<file path="src/rtl/iommu_msi_ig.sv">
// IOMMU MSI generator: turns interrupt-pending edges into single-beat 32-bit AXI4 MSI writes.
// Latency: a pending edge yields AW/W valid 2 cycles later; 3 cycles minimum per MSI, one write outstanding.
// Backpressure: AW/W held stable until their own ready; a masked or blocked vector stays pending, never dropped.
//
// Ports:
//   clk_i, rst_ni       clock (rising edge), asynchronous active-low reset
//   msi_en_i            1 = MSI mode; 0 = edges are dropped and no new MSI is started
//   intr_pend_i         level pending bits per source (0=cip, 1=fip, 2=pmip, 3=pip)
//   intr_vec_i          4-bit vector index per source (low log2(N_INT_VEC) bits used)
//   msi_addr_i/_data_i  MSI table address (bits [1:0] ignored) and data per vector
//   msi_mask_i          per-vector mask; masked vectors are held pending
//   mem_req_o           AXI master request, packed MSB->LSB:
//                         aw_valid, aw_id, aw_addr, aw_len[7:0], aw_size[2:0], aw_burst[1:0], aw_lock,
//                         aw_cache[3:0], aw_prot[2:0], aw_qos[3:0], aw_user, w_valid, w_data, w_strb,
//                         w_last, b_ready, ar_valid, r_ready
//   mem_resp_i          AXI master response, packed MSB->LSB:
//                         aw_ready, w_ready, b_valid, b_id, b_resp[1:0], ar_ready, r_valid
//   msi_err_o           1-cycle pulse when a write completes with a non-OKAY response
//   msi_err_vec_o       vector index of that failed write
//   msi_err_cnt_o       saturating count of failed MSIs     (only live with IOMMU_MSI_ERR_LOG_EN, else 0)
//   msi_err_addr_o      awaddr of the latest failed MSI     (only live with IOMMU_MSI_ERR_LOG_EN, else 0)
//
// Build option: define IOMMU_MSI_ERR_LOG_EN to enable the error counter and error address log.

module iommu_msi_ig #(
    parameter int unsigned ADDR_WIDTH = 64,
    parameter int unsigned DATA_WIDTH = 64,
    parameter int unsigned ID_WIDTH   = 4,
    parameter int unsigned N_INT_SRC  = 4,
    parameter int unsigned N_INT_VEC  = 16,
    parameter int unsigned MSI_ID     = 0,
    localparam int unsigned REQ_W = ID_WIDTH + ADDR_WIDTH + DATA_WIDTH + DATA_WIDTH / 8 + 32,
    localparam int unsigned RSP_W = ID_WIDTH + 7
) (
    input  logic                            clk_i,
    input  logic                            rst_ni,
    input  logic                            msi_en_i,
    input  logic [N_INT_SRC-1:0]            intr_pend_i,
    input  logic [N_INT_SRC*4-1:0]          intr_vec_i,
    input  logic [N_INT_VEC*ADDR_WIDTH-1:0] msi_addr_i,
    input  logic [N_INT_VEC*32-1:0]         msi_data_i,
    input  logic [N_INT_VEC-1:0]            msi_mask_i,
    output logic [REQ_W-1:0]                mem_req_o,
    input  logic [RSP_W-1:0]                mem_resp_i,
    output logic                            msi_err_o,
    output logic [3:0]                      msi_err_vec_o,
    output logic [7:0]                      msi_err_cnt_o,
    output logic [ADDR_WIDTH-1:0]           msi_err_addr_o
);

    localparam int unsigned IDXW = $clog2(N_INT_VEC);

    typedef enum logic [1:0] {
        ST_IDLE   = 2'd0,
        ST_SEND   = 2'd1,
        ST_WAIT_B = 2'd2
    } state_e;

    // ------------------------------------------------------------------
    // Response unpacking
    // ------------------------------------------------------------------
    logic                aw_ready;
    logic                w_ready;
    logic                b_valid;
    logic [1:0]          b_resp;
    logic [ID_WIDTH-1:0] unused_b_id;
    logic                unused_ar_ready;
    logic                unused_r_valid;

    assign {aw_ready, w_ready, b_valid, unused_b_id, b_resp, unused_ar_ready, unused_r_valid} = mem_resp_i;

    // Upper index bits and the low address bits are don't-care by design.
    logic unused_in;
    assign unused_in = ^{intr_vec_i, msi_addr_i};

    // ------------------------------------------------------------------
    // State
    // ------------------------------------------------------------------
    state_e                 state_q;
    logic                   aw_valid_q;
    logic                   w_valid_q;
    logic                   b_ready_q;
    logic [ADDR_WIDTH-1:0]  addr_q;
    logic [31:0]            data_q;
    logic [IDXW-1:0]        idx_q;
    logic                   err_q;
    logic [3:0]             err_vec_q;
    logic [N_INT_SRC-1:0]   src_q;
    logic [N_INT_VEC-1:0]   vec_pend_q;
    logic [N_INT_VEC-1:0]   vec_pend_d;

    logic [N_INT_VEC-1:0]   vec_set;
    logic [N_INT_VEC-1:0]   vec_clr;
    logic                   b_fire;
    logic                   aw_left;
    logic                   w_left;
    logic                   sel_vld;
    logic [IDXW-1:0]        sel_idx;
    logic [ADDR_WIDTH-1:0]  sel_addr;
    logic [31:0]            sel_data;

    assign b_fire  = (state_q == ST_WAIT_B) && b_ready_q && b_valid;
    // A channel is still owed a handshake if it is valid and not accepted this cycle.
    assign aw_left = aw_valid_q && !aw_ready;
    assign w_left  = w_valid_q && !w_ready;

    // ------------------------------------------------------------------
    // Edge detection and pending-vector bookkeeping
    // ------------------------------------------------------------------
    always_comb begin
        vec_set = '0;
        for (int s = 0; s < N_INT_SRC; s++) begin
            // Edges seen while MSIs are disabled are consumed (src_q still follows) and lost.
            if (msi_en_i && intr_pend_i[s] && !src_q[s]) begin
                vec_set[intr_vec_i[s*4 +: IDXW]] = 1'b1;
            end
        end
    end

    always_comb begin
        vec_clr = '0;
        if (b_fire) begin
            vec_clr[idx_q] = 1'b1;
        end
        // Set after clear: a fresh edge on the vector just completed re-arms it.
        vec_pend_d = (vec_pend_q & ~vec_clr) | vec_set;
    end

    always_ff @(posedge clk_i or negedge rst_ni) begin
        if (!rst_ni) begin
            src_q      <= '0;
            vec_pend_q <= '0;
        end else begin
            src_q      <= intr_pend_i;
            vec_pend_q <= vec_pend_d;
        end
    end

    // ------------------------------------------------------------------
    // Lowest-index unmasked pending vector
    // ------------------------------------------------------------------
    always_comb begin
        sel_vld = 1'b0;
        sel_idx = '0;
        for (int v = N_INT_VEC - 1; v >= 0; v--) begin
            if (vec_pend_q[v] && !msi_mask_i[v]) begin
                sel_vld = 1'b1;
                sel_idx = IDXW'(v);
            end
        end
    end

    assign sel_addr = msi_addr_i[sel_idx*ADDR_WIDTH +: ADDR_WIDTH];
    assign sel_data = msi_data_i[sel_idx*32 +: 32];

    // ------------------------------------------------------------------
    // Write FSM; all AXI control outputs are registered
    // ------------------------------------------------------------------
    always_ff @(posedge clk_i or negedge rst_ni) begin
        if (!rst_ni) begin
            state_q    <= ST_IDLE;
            aw_valid_q <= 1'b0;
            w_valid_q  <= 1'b0;
            b_ready_q  <= 1'b0;
            addr_q     <= '0;
            data_q     <= '0;
            idx_q      <= '0;
            err_q      <= 1'b0;
            err_vec_q  <= '0;
        end else begin
            err_q <= 1'b0;
            case (state_q)
                ST_IDLE: begin
                    if (msi_en_i && sel_vld) begin
                        addr_q     <= {sel_addr[ADDR_WIDTH-1:2], 2'b00};
                        data_q     <= sel_data;
                        idx_q      <= sel_idx;
                        aw_valid_q <= 1'b1;
                        w_valid_q  <= 1'b1;
                        state_q    <= ST_SEND;
                    end
                end
                ST_SEND: begin
                    // AW and W complete independently, in either order or together.
                    aw_valid_q <= aw_left;
                    w_valid_q  <= w_left;
                    if (!aw_left && !w_left) begin
                        b_ready_q <= 1'b1;
                        state_q   <= ST_WAIT_B;
                    end
                end
                ST_WAIT_B: begin
                    if (b_fire) begin
                        b_ready_q <= 1'b0;
                        state_q   <= ST_IDLE;
                        // Failed MSIs are reported, never retried.
                        if (b_resp != 2'b00) begin
                            err_q     <= 1'b1;
                            err_vec_q <= 4'(idx_q);
                        end
                    end
                end
                default: begin
                    state_q    <= ST_IDLE;
                    aw_valid_q <= 1'b0;
                    w_valid_q  <= 1'b0;
                    b_ready_q  <= 1'b0;
                end
            endcase
        end
    end

    assign msi_err_o     = err_q;
    assign msi_err_vec_o = err_vec_q;

    // ------------------------------------------------------------------
    // Write data lane placement: the 32-bit MSI is replicated across the
    // bus and the strobe picks the lane addressed by awaddr.
    // ------------------------------------------------------------------
    logic [DATA_WIDTH-1:0]   w_data;
    logic [DATA_WIDTH/8-1:0] w_strb;

    generate
        if (DATA_WIDTH == 64) begin : g_dw64
            assign w_data = {data_q, data_q};
            assign w_strb = addr_q[2] ? 8'hF0 : 8'h0F;
        end else begin : g_dw32
            assign w_data = data_q;
            assign w_strb = 4'hF;
        end
    endgenerate

    assign mem_req_o = {
        aw_valid_q,
        ID_WIDTH'(MSI_ID),
        addr_q,
        8'd0,          // aw_len: single beat
        3'b010,        // aw_size: 4 bytes
        2'b01,         // aw_burst: INCR
        1'b0,          // aw_lock
        4'd0,          // aw_cache
        3'd0,          // aw_prot
        4'd0,          // aw_qos
        1'b0,          // aw_user
        w_valid_q,
        w_data,
        w_strb,
        1'b1,          // w_last
        b_ready_q,
        1'b0,          // ar_valid: read channels idle
        1'b1           // r_ready
    };

    // ------------------------------------------------------------------
    // Optional error log
    // ------------------------------------------------------------------
`ifdef IOMMU_MSI_ERR_LOG_EN
    logic [7:0]            err_cnt_q;
    logic [ADDR_WIDTH-1:0] err_addr_q;

    always_ff @(posedge clk_i or negedge rst_ni) begin
        if (!rst_ni) begin
            err_cnt_q  <= '0;
            err_addr_q <= '0;
        end else if (b_fire && (b_resp != 2'b00)) begin
            if (err_cnt_q != 8'hFF) begin
                err_cnt_q <= err_cnt_q + 8'd1;
            end
            err_addr_q <= addr_q;
        end
    end

    assign msi_err_cnt_o  = err_cnt_q;
    assign msi_err_addr_o = err_addr_q;
`else
    assign msi_err_cnt_o  = '0;
    assign msi_err_addr_o = '0;
`endif

endmodule

</file>
<file path="config.mk">
export PLATFORM = sky130hd
export DESIGN_NAME = iommu_msi_ig
export DESIGN_NICKNAME = d
export VERILOG_FILES = /design/src/rtl/iommu_msi_ig.sv
export SDC_FILE = /design/constraint.sdc
export NUM_CORES = 1
export LEC_CHECK = 0
export CORE_AREA = 3 3 711 713
export CTS_CLUSTER_DIAMETER = 100
export CTS_CLUSTER_SIZE = 16
export DETAILED_ROUTE_END_ITERATION = 10
export DIE_AREA = 0 0 714 716
export GPL_TIMING_DRIVEN = 0
export HOLD_SLACK_MARGIN = 0.08
export PLACE_DENSITY = 0.3
export SKIP_LAST_GASP = 1
export SYNTH_ARGS = -nofsm -noshare
export SYNTH_HDL_FRONTEND = slang
export SYNTH_SLANG_ARGS = --single-unit
</file>
<file path="constraint.sdc">
create_clock -name clk_i -period 2.3 [get_ports clk_i]
set_input_delay 0.345 -clock clk_i [delete_from_list [all_inputs] [get_ports clk_i]]
set_output_delay 0.345 -clock clk_i [all_outputs]
set_load 0.01 [all_outputs]
</file>
==> results.json, run 1 <==
{
  "status": "complete, but fails checks",
  "violations": "setup timing",
  "crit_required_ns": 2.80,
  "die-area_mm2": 0.511,
  "std_cell_rows": 260,
  "tightest_slew_ns": 1.08,
  "cp-end-kind": "flip-flop",
  "critPathLaunchType": "flip-flop",
  "gp_congestion": 0.909,
  "power.total_w": 0.0672,
  "drt_iter0_drc": 2652,
  "cts_buffers": 21,
  "final.min_clock_period_ns": 3.60,
  "grt_pass1_vias": 34200,
  "grt_max_degree": 59,
  "final.setup_skew_ns": 0.0360,
  "place_ws_ns": -4.54,
  "grt_use_total": 0.179,
  "netlist_instances": 2878,
  "synth-seq-cells": 128,
  "root_buffer": "clkbuf_16",
  "synth_area_leaders": "nand2_1 (20%), dfrtp_1 (17%), a21oi_1 (10%)",
  "yosysWarnings": 0,
  "fmax_mhz": 278,
  "grt_overflow": 0,
  "cts_tree": "done",
  "syn_area_per_cell_um2": 6.51,
  "initial_core_util": 0.0375,
  "firstDrtPassIters": 8,
  "synth-edff-count": 0,
  "maxCapViolations": 0,
  "yosysUniqueCellTypes": 55,
  "ios": 1835,
  "drc": 0,
  "die_w_um": 714,
  "hpwl_mm": 424,
  "layout_setup_ws_ns": -1.30,
  "grt_pass1_wl_mm": 551,
  "clock_path_buffers": 3,
  "async_flop_share": 1.00,
  "grt_antenna_before_repair": 368,
  "drive_above_1_share": 0.280,
  "io_buffers": 1689,
  "seq_area_mm2": 0.00324,
  "hold_viol_final": 0,
  "netlist.area_leader.share": 0.200,
  "dp.cells": 11400,
  "final-setup-viol-count": 99,
  "place_area_mm2": 0.0455,
  "multi_input_area_mm2": 0.0181,
  "vias": 34900,
  "rsz0062_at_grt": "true",
  "slew_violations": 0,
  "clk_latency_ns": 0.61,
  "stdcell_area_mm2": 0.0572,
  "period_share": 1.56,
  "routed_wl_mm": 483,
  "via_per_inst": 2.95,
  "crit_type": "reg -> reg",
  "area_delta_synth_final_pct": 205,
  "core_mm2": 0.500,
  "ir_drop_mv": 0.435,
  "stdcell_count": 11800,
  "synth_area_leader_cell": "nand2_1",
  "whs_ns": 0.205,
  "routedWlPerCell_um": 40.9,
  "finalNetCount": 6585,
  "synth-main-ff-cell": "dfrtp_1",
  "hold_path.class": "in -> reg",
  "power.density_mw_per_mm2": 1170,
  "die_h_um": 716,
  "h-tree-depth": 4,
  "cts_sinks": 128,
  "antenna_left": 0,
  "p_leak_nw": 20.5,
  "nFillCells": 58100,
  "synth_seq_area_share": 0.171,
  "cp.arrival_ns": 4.09,
  "clk_pin_slew_worst_paths_ns": 0.10,
  "crit_fanout": 7,
  "maxSlewHeadroom": 0.264,
  "syn_area_mm2": 0.0187
}
==> final timing paths <==
path / end / cells past startpoint / start / slack, ns
worst max-delay path: data_q[1]$_DFFE_PN0P_ / 12 / vec_pend_q[7]$_DFF_PN0_ / -1.30
worst min-delay path: src_q[0]$_DFF_PN0_ / 1 / intr_pend_i[0] / 0.20
worst max register to register: data_q[1]$_DFFE_PN0P_ / 12 / vec_pend_q[7]$_DFF_PN0_ / -1.30
worst min register to register: addr_q[43]$_DFFE_PN0P_ / 1 / addr_q[43]$_DFFE_PN0P_ / 0.49
max in group asynchronous: vec_pend_q[14]$_DFF_PN0_ / 4 / rst_ni / 0.51
min in group asynchronous: vec_pend_q[12]$_DFF_PN0_ / 3 / rst_ni / 0.69
==> what timing repair did <==
action / CTS / global route
hold endpoints to repair: 128 / 0
buffers inserted: 165 / 102
hold buffers: 3 / 0
gates cloned: 13 / 18
pin swaps: 226 / 243
endpoints found under the setup margin: 160 / 103
gates resized for setup: 1217 / 536
==> critical path, cell delays in order (launching register included) <==
cell      delay (ns)
dfrtp_1         0.42
and2b_2         0.22
buf_6           0.12
a211o_1         0.30
buf_6           0.13
o211ai_4        0.10
a21oi_4         0.10
buf_12          0.16
buf_16          0.16
buf_16          0.18
mux2i_4         0.86
a221oi_4        0.23
a32o_1          0.28
==> sequential cells by signal (all words and copies together) (netlist names) <==
register	cells
data_q	32
idx_q	4
b_ready_q	1
w_valid_q	1
state_q	2
addr_q	62
vec_pend_q	16
src_q	4
msi_err_vec_o	4
msi_err_o	1
aw_valid_q	1
==> cell usage in the layout, fill, tap and decap left out, types with 26 or more instances in the layout <==
cell type and count:
clkbuf_2 37, a32oi_2 40, buf_6 81, and3_4 27
buf_8 46, a32oi_1 86, buf_12 115, dfrtp_1 104
conb_1 107, clkbuf_16 68, mux2i_1 62, nand2_1 830
buf_4 276, a221o_2 26, diode_2 123, a221o_1 63
nand3_1 83, nor2_1 28, clkbuf_8 33, clkbuf_4 34
a21oi_1 287, clkdlybuf4s50_1 1674, nand2_2 87, a311oi_4 26
mux2i_4 39, nand2_4 71, and3_1 29, a32oi_4 29
buf_16 55, a22oi_2 30, a21oi_2 63, a32o_1 93
==> power breakdown <==
group	total, W	internal, W	switching [W]
clock	0.00379	0.00183	0.00196
combinational	0.0585	0.0235	0.0350
sequential	0.00491	0.00330	0.00161
==> cells by family after synthesis <==
kind of cell / after synthesis / share of synthesized area
multiplexers: 131 / 0.0704
flip-flops: 128 / 0.171
other: 2 / 0.000401
AND/OR/NAND/NOR: 1259 / 0.276
buffers and inverters: 442 / 0.124
AO/OA/AOI/OAI: 916 / 0.358
==> synth_stat cells (55+ instances only) <==
cell type,count
nand2_1,999
a21oi_1,374
clkbuf_1,196
a32oi_1,155
buf_4,151
dfrtp_1,128
mux2i_1,124
nand3_1,109
a221o_1,94
a32o_1,94
buf_2,73
a311oi_1,56
and3_1,55
==> layout make-up <==
cell class	count	share of cell area
diodes	123	0.00538
plain buffers	410	0.0845
clock buffers	27	0.0103
clock inverters	6	0.000810
inverters	7	0.000503
multi-input cells	2413	0.317
flip-flops and latches	128	0.0566
well taps	6681	0.146
repair buffers	2018	0.379
==> layer usage <==
| metal | part of all wire | wire length (um) | track usage | vias up |
|---|---|---|---|---|
| met5 | 0.0023 | 1130 | 0 | - |
| met4 | 0.026 | 12800 | 0.0379 | 176 |
| met3 | 0.076 | 36700 | 0.0554 | 633 |
| met2 | 0.50 | 241000 | 0.320 | 1986 |
| met1 | 0.40 | 192000 | 0.209 | 17300 |
| li1 | - | - | - | 14800 |
==> per-stage QoR <==
stage | TNS (ns) | utilization
2_1_floorplan | -5.33 | -
3_3_place_gp | -1583.98 | 0.0893
3_5_place_dp | -366.59 | 0.0910
4_1_cts | -106.49 | 0.108
5_1_grt | -106.90 | 0.114
6_report | -99.57 | 0.114
Note: power is estimated with default switching activity, not from simulation.
==> inputs of run 2 (changes only) <==
- SLEW_MARGIN: unset -> 10
==> results.json, run 2 (same netlist as run 1, synthesis figures left out) <==
{
  "maxSlewHeadroom": 0.382,
  "via_per_inst": 2.95,
  "slew_violations": 0,
  "cts_sinks": 128,
  "std_cell_rows": 260,
  "io_buffers": 1689,
  "gp_congestion": 0.909,
  "final_cell_mix": "clkdlybuf4s50_1 (1674), nand2_1 (860), a21oi_1 (283)",
  "drc": 0,
  "hold_path.class": "in -> async",
  "violations": "setup timing",
  "cts_buffers": 21,
  "vias": 34600,
  "final_common_cell": "clkdlybuf4s50_1",
  "final-setup-viol-count": 99,
  "grt_overflow": 0,
  "ir_drop_mv": 0.503,
  "reg2reg_depth": 13,
  "hold_viol_final": 0,
  "final.min_clock_period_ns": 3.41,
  "seq_area_mm2": 0.00324,
  "h-tree-depth": 4,
  "tightest_slew_ns": 0.918,
  "drive_above_1_share": 0.266,
  "die-area_mm2": 0.511,
  "die_h_um": 716,
  "routed_wl_mm": 483,
  "crit_required_ns": 2.82,
  "grt_use_total": 0.179,
  "die_w_um": 714,
  "routedWlPerCell_um": 41.1,
  "crit_fanout": 6,
  "regMostFlops": "addr_q",
  "multi_input_area_mm2": 0.0181,
  "firstDrtPassIters": 7,
  "clk_pin_slew_worst_paths_ns": 0.09,
  "place_area_mm2": 0.0458,
  "initial_core_util": 0.0375,
  "status": "complete, but fails checks",
  "nFillCells": 58200,
  "p_leak_nw": 20.0,
  "rsz0062_at_grt": "true",
  "clk_latency_ns": 0.61,
  "grt_pass1_wl_mm": 551,
  "layout_setup_ws_ns": -1.11,
  "root_buffer": "clkbuf_16",
  "grt_pass1_vias": 34200,
  "final.setup_skew_ns": 0.0482,
  "stdcell_area_mm2": 0.0563,
  "drt_iter0_drc": 2728,
  "ios": 1835,
  "top_regs": "addr_q (62), data_q (32), vec_pend_q (16)",
  "critPathLaunchType": "flip-flop",
  "finalNetCount": 6532,
  "grt_antenna_before_repair": 353,
  "maxCapViolations": 0,
  "cts_tree": "done",
  "period_share": 1.48,
  "crit_type": "reg -> reg",
  "power.total_w": 0.0662,
  "hpwl_mm": 424,
  "clock_path_buffers": 3,
  "grt_max_degree": 53,
  "fmax_mhz": 293,
  "area_delta_synth_final_pct": 200,
  "power.density_mw_per_mm2": 1180,
  "setup_tns_ns": -96.28,
  "cp-end-kind": "flip-flop",
  "antenna_left": 0,
  "cp.arrival_ns": 3.93,
  "core_mm2": 0.500,
  "largest_reg_flops": 62
}
-- run 2: cell count changes in the layout (fill, tap and decap cells not counted), sizes merged --
cell,change
buf,-64
bufbuf,+1
clkbuf,+12
diode,-16
dlygate4sd2,+1
dlygate4sd3,-2
dlymetal6s2s,-1
-- run 2: critical path, stage by stage (launching register included) --
cell       delay (ns)
dfrtp_1          0.42
and2b_2          0.23
nand4b_1         0.28
o211a_1          0.30
clkbuf_16        0.17
o21ai_4          0.14
buf_12           0.18
buf_16           0.17
buf_12           0.12
buf_16           0.19
buf_16           0.20
nand2_4          0.06
a311oi_4         0.52
a32o_1           0.24
-- run 2: worst paths after layout --
| check | start | end | slack, ns |
|---|---|---|---|
| worst max-delay path | vec_pend_q[7]$_DFF_PN0_ | data_q[0]$_DFFE_PN0P_ | -1.11 |
| worst min-delay path | rst_ni | msi_err_o$_DFF_PN0_ | 0.18 |
| worst max register to register | vec_pend_q[7]$_DFF_PN0_ | data_q[0]$_DFFE_PN0P_ | -1.11 |
| worst min register to register | addr_q[46]$_DFFE_PN0P_ | addr_q[46]$_DFFE_PN0P_ | 0.49 |
| max in group asynchronous | rst_ni | data_q[31]$_DFFE_PN0P_ | 1.14 |
| min in group clk_i | intr_pend_i[1] | src_q[1]$_DFF_PN0_ | 0.19 |
-- run 2: cell type report --
class | instances | share of cell area
Multi-Input combinational cell | 2413 | 0.322
Antenna cell | 107 | 0.00476
Timing Repair Buffer | 1960 | 0.371
Inverter | 7 | 0.000511
Sequential cell | 128 | 0.0575
Buffer | 415 | 0.0839
Tap cell | 6681 | 0.149
Clock inverter | 6 | 0.000822
Clock buffer | 27 | 0.0104
-- run 2: repair_timing --
item,CTS,global route
buffers inserted,156,55
endpoints found under the hold margin,128,0
pin swaps,188,240
endpoints found under the setup margin,158,101
gates resized for setup,1191,360
hold buffers,1,0
cloned,18,13
-- run 2: stage by stage --
step	util	hold slack (ns)	setup WS [ns]	std cells
after global placement	0.0893	0.477	-8.29	11400
after CTS	0.108	0.0821	-1.14	11600
after detailed placement	0.0914	0.227	-4.56	11400
after global routing	0.112	0.120	-1.15	11700
after floorplan	-	0.0494	-0.0713	2983
final	0.113	0.176	-1.11	11700
-- run 2: routing by layer --
| layer | GRT usage | vias up | share of wire |
|---|---|---|---|
| met1 | 0.212 | 17100 | 0.40 |
| met4 | 0.0297 | 154 | 0.025 |
| met3 | 0.0500 | 646 | 0.076 |
| met5 | 0 | - | 0.0021 |
| li1 | - | 14700 | - |
| met2 | 0.325 | 2017 | 0.50 |
-- run 2: where the power goes --
part	total, W	internal [W]	switching, W
clock network	0.00377	0.00183	0.00193
logic	0.0575	0.0225	0.0350
registers	0.00490	0.00331	0.00160
total	0.0662	0.0276	0.0385
